## src/rtl/pacman_mover.sv

```systemverilog
`default_nettype none
// ============================================================================
// Module      : pacman_mover
// Description : Owns Pac-Man's pixel position. It steps one pixel per
//               STEP_PERIOD frame ticks in the direction requested by the
//               direction controller. On every tile-aligned position it
//               reads the four neighbour tiles (U, R, D, L) from the wall map
//               and publishes them as adjacent_walls / walls_valid.
// Ports       : Clk, Reset (sync, active-high), Restart (same as Reset)
//               frame_tick     - 1-cycle pulse per video frame
//               direction[2:0] - 000 stop, 100 up, 101 right, 110 down,
//                                111 left; 001-011 act as stop
//               map_rd/map_addr/map_data - wall-map read port, data valid
//                                MAP_LAT cycles after map_rd
//               pacman_x/pacman_y - position in pixels (16 px tiles)
//               adjacent_walls[3:0] - [0] up [1] right [2] down [3] left
//               walls_valid    - adjacent_walls belongs to current tile
// Config      : define TUNNEL_WRAP_EN to wrap columns -1/MAP_W and x.
// Revision    : 1.0 - initial release
// ============================================================================
module pacman_mover #(
  parameter int MAP_W       = 28,
  parameter int MAP_H       = 31,
  parameter int ADDR_W      = 10,
  parameter int MAP_LAT     = 1,
  parameter int STEP_PERIOD = 1,
  parameter int START_X     = 208,
  parameter int START_Y     = 368
) (
  input  logic              Clk,
  input  logic              Reset,
  input  logic              Restart,
  input  logic              frame_tick,
  input  logic [2:0]        direction,
  output logic              map_rd,
  output logic [ADDR_W-1:0] map_addr,
  input  logic              map_data,
  output logic [9:0]        pacman_x,
  output logic [9:0]        pacman_y,
  output logic [3:0]        adjacent_walls,
  output logic              walls_valid
);

  localparam int         LAT_W = (MAP_LAT > 1) ? $clog2(MAP_LAT) : 1;
  localparam int         CNT_W = (STEP_PERIOD > 1) ? $clog2(STEP_PERIOD) : 1;
  localparam logic [9:0] X_MAX = 10'(MAP_W * 16 - 1);

  typedef enum logic [1:0] {S_IDLE, S_ISSUE, S_WAIT, S_COMMIT} state_t;

  state_t              state_q, state_d;
  logic [1:0]          idx_q, idx_d;
  logic [LAT_W-1:0]    lat_q, lat_d;
  logic [3:0]          shadow_q, shadow_d;
  logic                forced_q, forced_d;   // current slot has no real read
  logic                trig_q, trig_d;       // lookup requested
  logic [9:0]          x_q, x_d, y_q, y_d;
  logic [3:0]          adj_q, adj_d;
  logic                valid_q, valid_d;
  logic                rd_q, rd_d;
  logic [ADDR_W-1:0]   addr_q, addr_d;
  logic [CNT_W-1:0]    cnt_q, cnt_d;
  logic                pend_q, pend_d;

  // Returns {readable, address} of the neighbour tile on the given side.
  // Off-map rows (and off-map columns without tunnel wrap) are not readable.
  function automatic logic [ADDR_W:0] neighbour(input logic [1:0] side,
                                                input logic [5:0] col_in,
                                                input logic [5:0] row_in);
    int row;
    int col;
    row = int'(row_in);
    col = int'(col_in);
    case (side)
      2'd0:    row = row - 1;
      2'd1:    col = col + 1;
      2'd2:    row = row + 1;
      default: col = col - 1;
    endcase
    if (row < 0 || row >= MAP_H) return {1'b0, {ADDR_W{1'b0}}};
`ifdef TUNNEL_WRAP_EN
    if (col < 0) col = MAP_W - 1;
    else if (col >= MAP_W) col = 0;
`else
    if (col < 0 || col >= MAP_W) return {1'b0, {ADDR_W{1'b0}}};
`endif
    return {1'b1, ADDR_W'(row * MAP_W + col)};
  endfunction

  logic [1:0]      nb_side;
  logic [ADDR_W:0] nb;
  logic            aligned;
  logic            step_go;

  // Side of the next slot to issue: UP when starting, else the one after idx_q.
  assign nb_side = (state_q == S_IDLE) ? 2'd0 : idx_q + 2'd1;
  assign nb      = neighbour(nb_side, x_q[9:4], y_q[9:4]);
  assign aligned = (x_q[3:0] == 4'd0) && (y_q[3:0] == 4'd0);
  // A pending lookup request blocks stepping so walls are never stale.
  assign step_go = pend_q && (state_q == S_IDLE) && valid_q && !trig_q;

  always_comb begin
    logic moved;
    state_d  = state_q;
    idx_d    = idx_q;
    lat_d    = lat_q;
    shadow_d = shadow_q;
    forced_d = forced_q;
    trig_d   = trig_q;
    x_d      = x_q;
    y_d      = y_q;
    adj_d    = adj_q;
    valid_d  = valid_q;
    rd_d     = 1'b0;
    addr_d   = addr_q;
    cnt_d    = cnt_q;
    pend_d   = pend_q;
    moved    = 1'b0;

    // Lookup sequencer
    case (state_q)
      S_IDLE: begin
        if (trig_q) begin
          trig_d   = 1'b0;
          valid_d  = 1'b0;
          idx_d    = 2'd0;
          state_d  = S_ISSUE;
          rd_d     = nb[ADDR_W];
          addr_d   = nb[ADDR_W-1:0];
          forced_d = !nb[ADDR_W];
        end
      end
      S_ISSUE: begin
        state_d = S_WAIT;
        lat_d   = '0;
      end
      S_WAIT: begin
        if (lat_q == LAT_W'(MAP_LAT - 1)) begin
          shadow_d[idx_q] = forced_q | map_data;
          if (idx_q == 2'd3) begin
            state_d = S_COMMIT;
          end else begin
            state_d  = S_ISSUE;
            idx_d    = idx_q + 2'd1;
            rd_d     = nb[ADDR_W];
            addr_d   = nb[ADDR_W-1:0];
            forced_d = !nb[ADDR_W];
          end
        end else begin
          lat_d = lat_q + LAT_W'(1);
        end
      end
      default: begin
        adj_d   = shadow_q;
        valid_d = 1'b1;
        state_d = S_IDLE;
      end
    endcase

    // Step execution; a wall blocks only when aligned, and motion is
    // allowed only along the axis on which the other coordinate is aligned.
    if (step_go) begin
      pend_d = 1'b0;
      case (direction)
        3'b100: if (x_q[3:0] == 4'd0 && !(aligned && adj_q[0])) begin
          y_d   = y_q - 10'd1;
          moved = 1'b1;
        end
        3'b101: if (y_q[3:0] == 4'd0 && !(aligned && adj_q[1])) begin
`ifdef TUNNEL_WRAP_EN
          x_d = (x_q == X_MAX) ? 10'd0 : x_q + 10'd1;
`else
          x_d = x_q + 10'd1;
`endif
          moved = 1'b1;
        end
        3'b110: if (x_q[3:0] == 4'd0 && !(aligned && adj_q[2])) begin
          y_d   = y_q + 10'd1;
          moved = 1'b1;
        end
        3'b111: if (y_q[3:0] == 4'd0 && !(aligned && adj_q[3])) begin
`ifdef TUNNEL_WRAP_EN
          x_d = (x_q == 10'd0) ? X_MAX : x_q - 10'd1;
`else
          x_d = x_q - 10'd1;
`endif
          moved = 1'b1;
        end
        default: moved = 1'b0;
      endcase
      if (moved && x_d[3:0] == 4'd0 && y_d[3:0] == 4'd0) trig_d = 1'b1;
    end

    // Step timing; evaluated after execution so a simultaneous tick counts.
    if (frame_tick) begin
      if (cnt_q == CNT_W'(STEP_PERIOD - 1)) begin
        cnt_d  = '0;
        pend_d = 1'b1;
      end else begin
        cnt_d = cnt_q + CNT_W'(1);
      end
    end
  end

  always_ff @(posedge Clk) begin
    if (Reset || Restart) begin
      state_q  <= S_IDLE;
      idx_q    <= 2'd0;
      lat_q    <= '0;
      shadow_q <= 4'b1111;
      forced_q <= 1'b0;
      trig_q   <= 1'b1;
      x_q      <= 10'(START_X);
      y_q      <= 10'(START_Y);
      adj_q    <= 4'b1111;
      valid_q  <= 1'b0;
      rd_q     <= 1'b0;
      addr_q   <= '0;
      cnt_q    <= '0;
      pend_q   <= 1'b0;
    end else begin
      state_q  <= state_d;
      idx_q    <= idx_d;
      lat_q    <= lat_d;
      shadow_q <= shadow_d;
      forced_q <= forced_d;
      trig_q   <= trig_d;
      x_q      <= x_d;
      y_q      <= y_d;
      adj_q    <= adj_d;
      valid_q  <= valid_d;
      rd_q     <= rd_d;
      addr_q   <= addr_d;
      cnt_q    <= cnt_d;
      pend_q   <= pend_d;
    end
  end

  assign map_rd         = rd_q;
  assign map_addr       = addr_q;
  assign pacman_x       = x_q;
  assign pacman_y       = y_q;
  assign adjacent_walls = adj_q;
  assign walls_valid    = valid_q;

endmodule
`default_nettype wire

```

## config.mk

```make
export PLATFORM = sky130hd
export DESIGN_NAME = pacman_mover
export DESIGN_NICKNAME = d
export VERILOG_FILES = /design/src/rtl/pacman_mover.sv
export SDC_FILE = /design/constraint.sdc
export NUM_CORES = 1
export LEC_CHECK = 0
export BUFFER_PORTS_ARGS = -buffer_cell sky130_fd_sc_hd__buf_2
export CAP_MARGIN = 10
export CORE_ASPECT_RATIO = 1.25
export CORE_MARGIN = 10
export CORE_UTILIZATION = 60
export DETAILED_ROUTE_END_ITERATION = 16
export GPL_TIMING_DRIVEN = 0
export PLACE_DENSITY = 0.91
export SLEW_MARGIN = 40
export SYNTH_ARGS = -nofsm -noshare
export SYNTH_HDL_FRONTEND = slang
export SYNTH_SLANG_ARGS = --single-unit
```

## constraint.sdc

```tcl
create_clock -name Clk -period 4.7 [get_ports Clk]
set_clock_uncertainty 0.05 [all_clocks]
set_input_delay 0.235 -clock Clk [delete_from_list [all_inputs] [get_ports Clk]]
set_output_delay 0.235 -clock Clk [all_outputs]
set_load 0.005 [all_outputs]
```

==> results of run 1 <==
-- cell type report --
class | count | area [sq um]
fillers | 583 | 2054
repair buffers | 42 | 210.2
clock buffers | 6 | 82.58
flip-flops and latches | 47 | 944.7
clock inverters | 2 | 38.79
plain buffers | 32 | 150.1
inverters | 39 | 146.4
well taps | 87 | 108.9
multi-input cells | 398 | 2788
-- worst max-delay path, cell delays in order, from the launching register on --
cell	delay [ns]
dfxtp_4	0.40
inv_1	0.10
ha_4	0.32
nor2b_4	0.18
buf_4	0.19
nand2_1	0.08
a21oi_2	0.16
xnor2_2	0.15
ha_1	0.29
fa_1	0.53
inv_1	0.06
fa_1	0.45
xnor2_1	0.15
ha_1	0.35
nand2_1	0.09
o211ai_1	0.13
a21o_1	0.20
a21oi_1	0.21
nand3b_1	0.14
o211ai_1	0.08
-- synthesized netlist by cell type (6+ instances only) --
| master | instances |
|---|---|
| nand2_1 | 53 |
| a21oi_1 | 48 |
| dfxtp_1 | 47 |
| inv_1 | 38 |
| ha_1 | 37 |
| nor2_1 | 35 |
| o21ai_0 | 25 |
| xnor2_1 | 25 |
| nand3_1 | 23 |
| clkbuf_1 | 19 |
| o211ai_1 | 14 |
| nand4_1 | 13 |
| nor3_1 | 12 |
| and3_1 | 9 |
| o22ai_1 | 9 |
| xor2_1 | 9 |
| buf_2 | 8 |
| a21o_1 | 6 |
| a22oi_1 | 6 |
| fa_1 | 6 |
-- metal layers --
layer,vias to the layer above,track usage (%)
li1,1931,-
met1,1827,23.09
met2,174,34.24
met3,39,3.930
met4,0,10.21
met5,-,0
-- registers in the layout, indices dropped and copies added, names as in the netlist, 2 cells and up --
register and count:
state_q 2, map_addr 10, pacman_x 10, idx_q 2, adjacent_walls 4, shadow_q 4
pacman_y 10
-- kinds of logic after synthesis --
family / after synthesis / share of synthesized area, %
simple gates: 179 / 23.44
compound gates: 137 / 21.80
buf+inv: 71 / 7.446
flops: 47 / 23.63
fa+ha+maj: 43 / 14.64
xor+xnor: 35 / 8.043
mux: 4 / 1.005
-- how the worst min path moves through the flow --
stage | from | endpoint | slack, ns | cells after the start
floorplan | frame_tick | pend_q$_SDFFE_PP0P_ | 0.30 | 2
CTS | frame_tick | pend_q$_SDFFE_PP0P_ | 0.08 | 3
global placement | map_addr[6]$_SDFFE_PP0P_ | map_addr[6]$_SDFFE_PP0P_ | 0.38 | 2
detailed placement | map_addr[6]$_SDFFE_PP0P_ | map_addr[6]$_SDFFE_PP0P_ | 0.39 | 2
global route | frame_tick | pend_q$_SDFFE_PP0P_ | 0.10 | 3
finish | frame_tick | pend_q$_SDFFE_PP0P_ | 0.08 | 3
-- stage by stage --
step	power [mW]	setup WS (ns)
6_report	0.9378	0.2713
5_1_grt	0.9808	0.01809
4_1_cts	0.9371	0.01196
3_5_place_dp	0.6150	-0.08209
3_3_place_gp	0.6075	0.05172
2_1_floorplan	0.5647	0.4647
-- timing repair --
item	in CTS	in global routing
resized for setup	3	8
pin swaps	0	1
endpoints found under the setup margin	2	3
hold endpoints to repair	0	0
-- where the power goes --
part	switching (mW)	leakage, nW	internal, mW	total, mW
sequential	0.00631	0.382	0.409	0.415
clock	0.152	0.0618	0.175	0.327
combinational	0.111	1.41	0.0837	0.195
==> impl_metrics.yaml, run 1 <==
run_status:
  status: "completed"
grt:
  grt_antenna_before_repair: 0
  grt_pass1_wl_mm: 17.80
  grt_pass1_vias: 3934
  grt_max_degree: 16
  grt_overflow_total: 0
  grt_usage_pct: 20.15
clocking:
  cts_hold_buf: 0
  h-tree-depth: 2
  clock_latency_ns: 0.31
  cts_tree: "yes"
  cts_buffer_depth: 2
  post_cts_buffers: 0
  cts_num_sinks: 47
  path_clk_slew_ns: 0.10
  cts_buffers: 5
  cts_root_buf: "clkbuf_8"
routing:
  wl_met3_um: 682
  dr.pass1.iters: 4
  wl_per_cell_um: 16.58
  avgViaCountPerCell: 6.081
  drc: 0
  met1_length_mm: 4.425
  dr_wl_met2_mm: 5.261
  first_iter_violations: 249
  ant_nets: 0
  via_count: 3971
  top_layer: "met4"
  drt_wl_total_mm: 10.82
place:
  place_inst: 645
  dpl-instance-area_sq_mm: 0.004302
  place_congestion: 0.9714
  io_buffers: 42
  dp_hpwl_mm: 8.295
sta:
  max_freq_mhz: 225.8
  hold_viol: 0
  max-slew-margin-rel_pct: 53.38
  tns_ns: 0
  setup_viol: 0
  period_needed_ns: 4.429
  maxSlewViolCount: 0
  worstMarginPinSlew_ns: 0.6967
  rsz0062_at_grt: "no"
  finalCritPeriodShare_pct: 94.23
  holdWs_ns: 0.08388
layout:
  fin_area_sq_mm: 0.004469
  final_common_cell: "nand2_1"
  final_cell_mix: "53 x nand2_1, 50 x buf_2, 46 x a21oi_1, 46 x dfxtp_1, 38 x inv_1"
  nets: 616
  area_delta_synth_final_pct: 12.22
  utilization_pct: 68.51
  drive_gt1_share_pct: 15.19
  diodes: 0
  final_cells: 653
floorplanning:
  dieWidth_um: 92.87
  row_count: 33
  core_area_sq_mm: 0.006524
  ioPinCount: 44
  start_util_pct: 61.05
  dieArea_sq_mm: 0.01032
  die_h_um: 111.1
critical_path:
  path_class: "reg -> reg"
  r2r-end: "map_addr[9]$_SDFFE_PP0P_"
  cp-endpoint: "map_addr[9]$_SDFFE_PP0P_"
  rrSetupSlack_ns: 0.27
  reg2reg_from: "idx_q[0]$_SDFFE_PP0P_"
  r2r_cells: 19
  critPathLaunch: "idx_q[0]$_SDFFE_PP0P_"
  required_ns: 4.84
  critical_path_arrival_ns: 4.57
  startpoint_type: "register"
  critPathCaptureType: "register"
  cp_max_fo: 10
synthesis:
  synth_top_area_share_pct: 23.63
  async_flop_share_pct: 0
  ys_ff_latch: 47
  ys_top_cells_by_area: "dfxtp_1 24%, ha_1 12%, a21oi_1 6.0%"
  postSynthAreaPerCell_sq_um: 7.718
  synth_warnings: 0
  synth_ff_type: "dfxtp_1"
  synth_top_cell_by_area: "dfxtp_1"
  syn_area_sq_mm: 0.003983
  synth-edff-count: 0
  yosysUniqueCellTypes: 68
  netlist_instances: 516
  ys_seq_area_share_pct: 23.63
  syn_nets: 567
min_path:
  hp-class: "in -> reg"
power_and_ir_drop:
  power.leakage_nw: 1.859
  vdd_drop_max_uv: 151.8
  pwr_density_cell_mw_per_mm2: 209.8
job:
  max_cap_violations: 0
Note: power is estimated with default switching activity, not from simulation.
==> run 2: changes to the inputs <==
clock period = 4.35 ns   (was 4.7 ns; I/O delays follow)
==> impl_metrics.yaml, run 2 (synthesis results as in run 1) <==
sta:
  max-slew-margin-rel_pct: 55.18
  fin_ws_ns: 0.1061
  worstMarginPinSlew_ns: 0.6699
  hold_viol: 0
  period_needed_ns: 4.244
  finalCritPeriodShare_pct: 97.56
  setup_viol: 0
  max_freq_mhz: 235.6
  maxSlewViolCount: 0
  tns_ns: 0
grt:
  grt_max_degree: 16
  grt_util_met3_pct: 3.930
  grt-busiest-layer: "met2"
  grt_usage_pct: 20.40
  grt_overflow_total: 0
  use_met2_pct: 34.75
  grt_pass1_wl_mm: 17.95
  grt_antenna_before_repair: 0
  grt_pass1_vias: 3963
  grt_use_met1_pct: 23.13
routing:
  dr.pass1.iters: 5
  drt_wl_total_mm: 11.06
  wl_per_cell_um: 16.71
  ant_nets: 0
  avgViaCountPerCell: 6.074
  drc: 0
  via_count: 4021
  first_iter_violations: 291
critical_path:
  r2r-end: "map_addr[8]$_SDFFE_PP0P_"
  startpoint_type: "register"
  critPathCaptureType: "register"
  worstPathCellList: "inv_2 -> ha_4 -> nor2b_4 -> buf_6 -> nand2_1 -> a21oi_2 -> xnor2_2 -> ha_1 -> fa_1 -> inv_1 -> fa_2 -> inv_1 -> ha_4 -> a21oi_2 -> o21ai_1 -> a21oi_1 -> xnor2_1 -> nand3_1 -> a21oi_1"
  rrSetupSlack_ns: 0.11
  r2r_cells: 19
  path_class: "reg -> reg"
  critical_path_arrival_ns: 4.44
  crit_path_top_delay_cell: "fa_2"
  cp_max_fo: 6
  slowest_delay_ns: 0.56
  cpLargestDelayFamily: "adder cells"
  cp_num_buf_inv: 4
  required_ns: 4.54
  reg2reg_from: "idx_q[0]$_SDFFE_PP0P_"
layout:
  multi_input_area_sq_mm: 0.002835
  n_fill_cell: 561
  seq_area_sq_um: 949.7
  utilization_pct: 70.50
  nets: 625
  area_delta_synth_final_pct: 15.49
  final_cell_mix: "53 x nand2_1, 49 x buf_2, 44 x a21oi_1, 44 x dfxtp_1, 36 x inv_1"
  drive_gt1_share_pct: 18.09
  diodes: 0
  final_common_cell: "nand2_1"
run_status:
  status: "completed"
clocking:
  cts_num_sinks: 47
  h-tree-depth: 2
  cts_hold_buf: 0
  clock_latency_ns: 0.31
  path_clk_slew_ns: 0.10
  cts_buffer_depth: 2
  cts_buffers: 5
  cts_tree: "yes"
  cts_root_buf: "clkbuf_8"
power_and_ir_drop:
  vdd_drop_max_uv: 165.9
  pwr_density_cell_mw_per_mm2: 226.6
  power_mw: 1.042
  power.leakage_nw: 1.918
floorplanning:
  dieWidth_um: 92.87
  ioPinCount: 44
  core_area_sq_mm: 0.006524
  start_util_pct: 61.05
  row_count: 33
  die_h_um: 111.1
  dieArea_sq_mm: 0.01032
job:
  max_cap_violations: 0
place:
  place_congestion: 0.9714
  dp_hpwl_mm: 8.295
  io_buffers: 42
  pre_cts_ws_ns: -0.4321
min_path:
  worstHoldPathCells: 3
  hp-class: "in -> reg"
  min_to: "pend_q$_SDFFE_PP0P_"
  hp-start: "frame_tick"
## run 2: changes by cell type in the layout (fill, tap and decap cells not counted), sizes merged
cell / previous run / this run
buf: 54 / 63
## run 2: metal layers
layer	up-vias	routed length, um
li1	1952	-
met5	-	0
met2	178	5404
met1	1854	4433
met3	37	721
met4	0	499
## run 2: timing repair
item,4_1_cts,5_1_grt
resized for setup,15,14
pin swaps,5,11
setup buffers,2,7
setup endpoints to repair,4,3
## run 2: layout make-up
| class | count | share of cell area (%) |
|---|---|---|
| repair buffers | 51 | 6.039 |
| clock inverters | 2 | 0.8433 |
| flip-flops and latches | 47 | 20.65 |
| inverters | 39 | 3.183 |
| plain buffers | 32 | 3.482 |
| clock buffers | 6 | 1.795 |
| well taps | 87 | 2.367 |
| multi-input cells | 398 | 61.64 |
## run 2: worst max path at each step
stage / depth (start not counted) / from / to / slack (ns)
finish: 19 / idx_q[0]$_SDFFE_PP0P_ / map_addr[8]$_SDFFE_PP0P_ / 0.11
global route: 19 / idx_q[1]$_SDFFE_PP0P_ / map_addr[8]$_SDFFE_PP0P_ / -0.05
CTS: 19 / idx_q[0]$_SDFFE_PP0P_ / map_addr[9]$_SDFFE_PP0P_ / 0.002
detailed placement: 18 / state_q[0]$_SDFFE_PP0N_ / map_addr[8]$_SDFFE_PP0P_ / -0.43
global placement: 18 / state_q[0]$_SDFFE_PP0N_ / map_addr[9]$_SDFFE_PP0P_ / -0.30
floorplan: 19 / idx_q[0]$_SDFFE_PP0P_ / map_addr[9]$_SDFFE_PP0P_ / 0.11
## run 2: through the flow
stage / hold WS (ns) / cells / instance area (sq um)
after global routing: 0.08537 / 662 / 4599
after floorplan: 0.2849 / 516 / 3983
after detailed placement: 0.3799 / 645 / 4302
after CTS: 0.06421 / 655 / 4506
after global placement: 0.3745 / 645 / 4302
final: 0.06695 / 662 / 4599
## run 2: power by group
| group | total, mW | internal (mW) | switching [mW] |
|---|---|---|---|
| Clock | 0.354 | 0.189 | 0.165 |
| Combinational | 0.240 | 0.110 | 0.129 |
| Sequential | 0.448 | 0.441 | 0.00713 |
| Total | 1.04 | 0.741 | 0.301 |
## run 2: worst min-delay path: stages
cell	delay, ns
buf_2	0.07
a21oi_1	0.03
nor2_1	0.06
==> run 3: changes to the inputs <==
GPL_TIMING_DRIVEN = unset   (was 0)
clock period = 4.4 ns   (was 4.35 ns; I/O delays follow)
==> impl_metrics.yaml, run 3 (synthesis results as in run 1) <==
routing:
  avgViaCountPerCell: 6.274
  wl_per_cell_um: 16.88
  met1_length_mm: 4.202
  via_count: 3959
  drt_wl_total_mm: 10.65
  drc: 0
  ant_nets: 0
  first_iter_violations: 446
  dr_wl_met2_mm: 5.264
  wl_met3_um: 701
  dr.pass1.iters: 5
  top_layer: "met4"
clocking:
  cts_tree: "yes"
  cts_buffer_depth: 2
  cts_hold_buf: 0
  post_cts_buffers: 0
  cts_buffers: 5
  cts_num_sinks: 47
  cts_root_buf: "clkbuf_8"
  clock_latency_ns: 0.31
  h-tree-depth: 2
  path_clk_slew_ns: 0.10
min_path:
  min_to: "pend_q$_SDFFE_PP0P_"
  hp-start: "frame_tick"
  hp-class: "in -> reg"
  worstHoldPathCells: 3
critical_path:
  required_ns: 4.59
  path_class: "reg -> reg"
  crit_top_cell: "inv_1"
  r2r-end: "map_addr[8]$_SDFFE_PP0P_"
  cpLargestDelayFamily: "adder cells"
  worstPathCellList: "inv_1 -> ha_4 -> nor2b_4 -> nand2_1 -> a21oi_2 -> xnor2_2 -> ha_1 -> fa_1 -> inv_1 -> fa_1 -> inv_1 -> ha_1 -> a21oi_2 -> o21ai_1 -> a21oi_1 -> xnor2_1 -> nand3_1 -> a21oi_1"
  critPathCaptureType: "register"
  critical_path_arrival_ns: 4.40
  slowest_delay_ns: 0.54
  rrSetupSlack_ns: 0.19
  r2r_cells: 18
  cp_max_fo: 5
  reg2reg_from: "idx_q[1]$_SDFFE_PP0P_"
  cp_num_buf_inv: 3
  crit_path_top_delay_cell: "fa_1"
  critPathLaunch: "idx_q[1]$_SDFFE_PP0P_"
  startpoint_type: "register"
sta:
  worstMarginPinSlew_ns: 0.7414
  period_needed_ns: 4.214
  fin_ws_ns: 0.1861
  hold_viol: 0
  max_freq_mhz: 237.3
  maxSlewViolCount: 0
  setup_viol: 0
  max-slew-margin-rel_pct: 50.52
  finalCritPeriodShare_pct: 95.77
place:
  io_buffers: 43
  place_inst: 623
  place_congestion: 0.9868
  pre_cts_ws_ns: -0.05172
  dp_hpwl_mm: 7.876
grt:
  grt_pass1_vias: 3744
  grt_pass1_wl_mm: 17.97
  grt_usage_pct: 20.46
  grt_max_degree: 33
  grt_overflow_total: 0
  grt_antenna_before_repair: 0
floorplanning:
  dieWidth_um: 92.87
  start_util_pct: 61.05
  die_h_um: 111.1
  row_count: 33
  core_area_sq_mm: 0.006524
  dieArea_sq_mm: 0.01032
  ioPinCount: 44
layout:
  diodes: 0
  drive_gt1_share_pct: 16.54
  area_delta_synth_final_pct: 11.09
  final_cell_mix: "53 x nand2_1, 45 x dfxtp_1, 44 x a21oi_1"
  final_cells: 631
  nets: 594
  final_common_cell: "nand2_1"
power_and_ir_drop:
  pwr_density_cell_mw_per_mm2: 225.8
  power_mw: 0.9989
  power_frac_clock_pct: 34.2
  power.leakage_nw: 1.827
  p_sw_mw: 0.2992
  p_sw_share_pct: 29.95
  comb_power_share_pct: 21.3
  vdd_drop_max_uv: 148.4
  p_seq_share_pct: 44.4
  p_int_mw: 0.6998
run_status:
  status: "completed"
job:
  max_cap_violations: 0
-- run 3: per-stage QoR --
step           utilization, %   TNS [ns]  hold slack (ns)  instance area, sq um
6_report                67.82          0          0.06104                  4424
5_1_grt                 67.82  -0.001370          0.08858                  4424
2_1_floorplan               -          0           0.2874                  3983
3_5_place_dp            64.84   -0.05172           0.3844                  4230
3_3_place_gp            64.75          0           0.3770                  4224
4_1_cts                 66.78          0          0.06186                  4357
-- run 3: what timing repair did --
action	in CTS	in global routing
pin swaps	0	2
setup endpoints to repair	2	3
resized for setup	3	14
-- run 3: how the worst max path moves through the flow --
stage                     cells after the start                       end
after global placement                       19  map_addr[9]$_SDFFE_PP0P_
after CTS                                    18  map_addr[8]$_SDFFE_PP0P_
after detailed placement                     18  map_addr[8]$_SDFFE_PP0P_
after floorplan                              19  map_addr[9]$_SDFFE_PP0P_
after global routing                         18  map_addr[9]$_SDFFE_PP0P_
final                                        18  map_addr[8]$_SDFFE_PP0P_
-- run 3: power by group through the flow --
stage                     Sequential (mW)  Combinational, mW  Clock (mW)
after floorplan                     0.454              0.149           0
after global placement              0.453              0.193           0
after detailed placement            0.454              0.203           0
after CTS                           0.444              0.207       0.343
after global routing                0.446              0.238       0.358
final                               0.444              0.213       0.342
-- run 3: routing by layer --
metal  global-route usage [%]  up-vias
met5                        0        -
met4                    10.62        0
met3                    4.404       44
met2                    34.10      169
met1                    23.67     1859
li1                         -     1887
-- run 3: worst min-delay path, stage by stage --
cell     delay [ns]
buf_2          0.07
a21oi_1        0.03
nor2_1         0.06
-- run 3: area by class of cell --
class,count,area [sq um]
multi-input combinational,398,2828
fill,547,2100
sequential,47,943.4
timing repair buffer,52,282.8
inverter,39,146.4
tap,87,108.9
clock buffer,5,68.82
clock inverter,3,46.29
